**config.mk**
```make
export PLATFORM = sky130hd
export DESIGN_NAME = aes_key_sched_ctrl
export DESIGN_NICKNAME = d
export VERILOG_FILES = /design/src/rtl/aes_key_sched_ctrl.sv
export SDC_FILE = /design/constraint.sdc
export NUM_CORES = 1
export LEC_CHECK = 0
export BUFFER_PORTS_ARGS = -buffer_cell sky130_fd_sc_hd__clkbuf_2
export CAP_MARGIN = 20
export CORE_MARGIN = 4
export CORE_UTILIZATION = 40
export DETAILED_ROUTE_END_ITERATION = 6
export PLACE_DENSITY = 0.72
export SYNTH_ARGS = -nofsm -noshare
export SYNTH_HDL_FRONTEND = slang
export SYNTH_SLANG_ARGS = --single-unit
```
**constraint.sdc**
```tcl
create_clock -name clk_i -period 4.82 [get_ports clk_i]
set_input_delay 0.964 -clock clk_i [delete_from_list [all_inputs] [get_ports clk_i]]
set_output_delay 0.964 -clock clk_i [all_outputs]
set_load 0.02 [all_outputs]
```
**src/rtl/aes_key_sched_ctrl.sv**
```systemverilog
// AES-128 key expansion sequencer: walks rom_rc over rounds 1..N and
// hands out round keys 0..N through a valid/ready port.
module aes_key_sched_ctrl #(
   parameter int rounds_p        = 10,
   parameter int rc_addr_width_p = 4,
   parameter int rc_width_p      = 8
) (
   input  logic                       clk_i,
   input  logic                       reset_i,
   input  logic                       v_i,
   output logic                       ready_o,
   input  logic [127:0]               key_i,
   output logic                       v_o,
   input  logic                       ready_i,
   output logic [127:0]               key_o,
   output logic [rc_addr_width_p-1:0] round_o,
   output logic                       last_o,
   output logic [rc_addr_width_p-1:0] rc_addr_o,
   input  logic [rc_width_p-1:0]      rc_data_i,
   output logic [31:0]                sbox_word_o,
   input  logic [31:0]                sbox_word_i
);

   typedef enum logic {idle_s, emit_s} state_t;

   localparam logic [rc_addr_width_p-1:0] last_c = rc_addr_width_p'(rounds_p);
   localparam logic [rc_addr_width_p-1:0] one_c  = rc_addr_width_p'(1);

   state_t                     state, state_n;
   logic [127:0]               key_r;
   logic [rc_addr_width_p-1:0] round_r;
   logic                       emit, take, hs, at_last;
   logic [31:0]                w0, w1, w2, w3;
   logic [31:0]                t, n0, n1, n2, n3;

   assign emit    = (state == emit_s);
   assign take    = (state == idle_s) & v_i & ~reset_i;
   assign hs      = emit & ready_i;
   assign at_last = (round_r == last_c);

   always_ff @(posedge clk_i or posedge reset_i) begin
      if (reset_i) state <= idle_s;
      else         state <= state_n;
   end

   always_comb begin
      state_n = state;
      unique case (state)
         idle_s: if (take) state_n = emit_s;
         emit_s: if (hs && at_last) state_n = idle_s;
         default: state_n = idle_s;
      endcase
   end

   // Next-key path: one AES-128 expansion step from key_r.
   assign w0 = key_r[127:96];
   assign w1 = key_r[95:64];
   assign w2 = key_r[63:32];
   assign w3 = key_r[31:0];
   assign t  = sbox_word_i ^ (32'(rc_data_i) << 24);
   assign n0 = w0 ^ t;
   assign n1 = w1 ^ n0;
   assign n2 = w2 ^ n1;
   assign n3 = w3 ^ n2;

   always_ff @(posedge clk_i or posedge reset_i) begin
      if (reset_i) begin
         key_r   <= '0;
         round_r <= '0;
      end else if (take) begin
         key_r   <= key_i;
         round_r <= '0;
      end else if (hs && !at_last) begin
         key_r   <= {n0, n1, n2, n3};
         round_r <= round_r + one_c;
      end
   end

   always_comb begin
      ready_o     = ~emit & ~reset_i;
      v_o         = emit;
      key_o       = emit ? key_r : '0;
      round_o     = emit ? round_r : '0;
      last_o      = emit & at_last;
      rc_addr_o   = '0;
      sbox_word_o = '0;
      if (emit) begin
         // Saturate on the final key so the ROM address stays in range.
         rc_addr_o   = at_last ? last_c : round_r + one_c;
         sbox_word_o = {w3[23:0], w3[31:24]};
      end
   end

endmodule

```
==> flow_summary_export.csv <==
group,metric,value,unit
status,status,"finished clean",
synthesis,syn_inst,910,
clock_network,postCtsSetupRepairBufs,0,
critical_path,max_stage_delay,0.89,ns
sta,final.min_clock_period,3.34,ns
power_and_ir_drop,vdd_drop_max,0.357,mV
critical_path,endpoint_kind,"output pin",
floorplanning,fp.coreArea,22000,µm²
clock_network,cts_resized,0,
clock_network,hold_buffers,0,
critical_path,path_cells,"buf_4 > and2_1 > clkbuf_2",
global_routing,grt_overflow,0,
detailed_routing,routed_via_density,5.45,
flow_run,drv_cap,0,
sta,rsz0062_at_grt,"no",
critical_path,reg2reg_depth,5,
sta,slew_headroom,33.3,%
global_routing,grt_pass1_vias,7956,
synthesis,yosys_warnings,0,
global_routing,antenna_found_initial,3,
place,place_hpwl,20.7,mm
clock_network,clkLatencyLatePin,0.42,ns
detailed_routing,num_vias,8053,
place,place_ws,1.50,ns
detailed_routing,drtPass1Iterations,5,
detailed_routing,drtIter0Drc,532,
synthesis,seq_area_frac_synth,37.1,%
power_and_ir_drop,powerDensity,838,nW/µm²
critical_path,r2r_start,"v_o",
sta,drv_slew,0,
critical_path,reg2reg_to,"key_r[54]",
synthesis,synth-seq-cells,133,
cells_and_area,final_area,11300,µm²
sta,skew,0.0127,ns
global_routing,top_usage_layer,"met2",
floorplanning,die_w,158,µm
sta,setup_viol_count_final,0,
sta,worst_pin_slew,0.998,ns
critical_path,worstPathArrival,2.37,ns
cells_and_area,finalNetCount,1357,
cells_and_area,final_common_cell,"clkbuf_2",
global_routing,grt_usage,22.6,%
critical_path,crit_type,"register to output pin",
clock_network,cts_max_level,4,
cells_and_area,drive_gt1_share,33.5,%
clock_network,cts_tree,"yes",
global_routing,use_met3,4.16,%
hold_path,hp-class,"register to register",
synthesis,synth_cell_types,41,
critical_path,critical_path_required,3.86,ns
clock_network,numCtsBuffers,17,
clock_network,cts_root_buf,"clkbuf_16",
detailed_routing,ant_nets,0,
detailed_routing,drc_errors,0,
floorplanning,io-pin-count,343,
floorplanning,start_util,40.8,%
critical_path,timing.reg2reg.setup_slack,1.56,ns
sta,fmax,300,MHz
synthesis,syn_avg_cell_area,9.86,µm²
cells_and_area,synthToLayoutAreaGrowth,25.5,%
global_routing,grtUsageMet2,34.9,%
floorplanning,die_h,158,µm
critical_path,slowest_stage,"dfrtp_4",
place,port_buffers,342,
clock_network,cts.clk_slew.worst_paths,0.06,ns
clock_network,cts.path.max_buffers,2,
critical_path,critPathMaxFanout,76,
floorplanning,core.rowCount,54,
clock_network,cts.sinks,133,
detailed_routing,routed_wl,28.8,mm
place,dpl_cell_area,10600,µm²
global_routing,grt_pass1_wl,44.2,mm
hold_path,min_to,"key_r[74]",
sta,timing.final.crit_share,69.3,%
floorplanning,design.die.area,24900,µm²
global_routing,grtUsageMet1,32.4,%
global_routing,grt_max_degree,83,
power_and_ir_drop,leakagePower,5.48,nW
synthesis,syn-cell-area,8970,µm²
critical_path,worst_setup_path_start_kind,"register",
synthesis,syn-num-nets,1084,
detailed_routing,wl_per_cell,19.5,µm
sta,fin_setup_tns,0,ns
hold_path,hold_depth,2,
cells_and_area,layout_common_cells,"342 x clkbuf_2, 133 x and2_1, 132 x dfrtp_1",
place,place_congestion,0.845,
sta,hold_viol_final,0,
hold_path,hold_start,"key_r[74]",
sta,fin_ws,1.48,ns
==> synthesized netlist by cell type <==
| library cell | n | area [µm²] |
|---|---|---|
| nor2_4 | 1 | 11.3 |
| o21ai_1 | 19 | 95.1 |
| o2bb2ai_1 | 1 | 8.76 |
| buf_2 | 24 | 120 |
| o21a_1 | 1 | 7.51 |
| a31oi_1 | 22 | 138 |
| and3_1 | 15 | 93.8 |
| inv_1 | 2 | 7.51 |
| o21ai_0 | 59 | 295 |
| buf_6 | 3 | 33.8 |
| clkbuf_1 | 39 | 146 |
| nor3_1 | 64 | 320 |
| or3_1 | 22 | 138 |
| or3b_1 | 1 | 8.76 |
| dfrtp_1 | 133 | 3330 |
| xnor3_1 | 32 | 721 |
| ha_1 | 2 | 25.0 |
| xnor2_2 | 8 | 130 |
| nand2b_1 | 1 | 6.26 |
| nor3b_1 | 24 | 180 |
| nand3b_2 | 1 | 11.3 |
| a31oi_4 | 1 | 21.3 |
| xor2_1 | 11 | 96.3 |
| xnor2_1 | 58 | 508 |
| and3b_1 | 1 | 8.76 |
| a21o_1 | 36 | 270 |
| buf_4 | 33 | 248 |
| and2_1 | 133 | 832 |
| nor3b_2 | 1 | 12.5 |
| a211oi_1 | 14 | 105 |
| a221o_1 | 64 | 641 |
| nand3_1 | 3 | 15.0 |
| buf_1 | 1 | 3.75 |
| nand2_1 | 19 | 71.3 |
| a21boi_0 | 1 | 7.51 |
| a21oi_1 | 1 | 5.00 |
| nor2b_1 | 2 | 12.5 |
| nand3_2 | 1 | 10.0 |
| nor2_1 | 41 | 154 |
| o21ai_4 | 1 | 16.3 |
| a22oi_1 | 14 | 105 |
==> flip-flops by register name (all words and copies together), names as in the netlist <==
signal	count
key_r	128
round_r	4
v_o	1
==> metrics by stage <==
stage / utilization (%) / hold slack (ns) / std cells / total power [mW]
4_1_cts: 51.2 / 0.534 / 1476 / 9.48
2_1_floorplan: - / 0.488 / 910 / 6.43
3_3_place_gp: 48.2 / 0.513 / 1444 / 7.84
6_report: 51.2 / 0.533 / 1477 / 9.42
5_1_grt: 51.2 / 0.564 / 1476 / 10.1
3_5_place_dp: 48.2 / 0.517 / 1444 / 7.97
==> worst max-delay path by stage <==
stage,cells past startpoint,startpoint,end,slack [ns]
after floorplan,1,reset_i,key_r[0],0.30
after global placement,6,ready_i,key_r[120],1.59
after detailed placement,6,ready_i,key_r[54],1.50
after CTS,3,v_o,sbox_word_o[21],1.41
after global routing,5,v_o,key_r[61],1.26
final,3,v_o,sbox_word_o[21],1.48
==> report_power, final <==
group | leakage, nW | internal [mW] | switching (mW)
Sequential | 1.61 | 1.70 | 0.627
Combinational | 3.56 | 2.40 | 3.23
Clock | 0.318 | 0.950 | 0.517
==> layout make-up <==
class	count	area, µm²
fill	2044	10700
multi-input combinational	675	5090
sequential	133	3330
timing repair buffer	354	1800
clock buffer	21	460
tap	280	350
clock inverter	11	198
inverter	2	12.5
antenna	1	2.50
==> critical path, delay by kind of cell, from the launching register on <==
family        cells  cell delay [ns]
flops             1             0.89
buf+inv           2             0.79
simple gates      1             0.28
==> logic make-up after synthesis <==
family | Yosys count | share of synthesized area, %
buf+inv | 102 | 6.24
flops | 133 | 37.1
compound gates | 234 | 19.1
xor+xnor | 109 | 16.2
simple gates | 330 | 21.0
fa+ha+maj | 2 | 0.279
==> layer usage <==
layer	wire length, µm	up-vias
li1	-	3799
met1	12900	3922
met2	13400	287
met3	1770	41
met4	709	4
met5	27	-
Power figures use the tool's default switching activity.
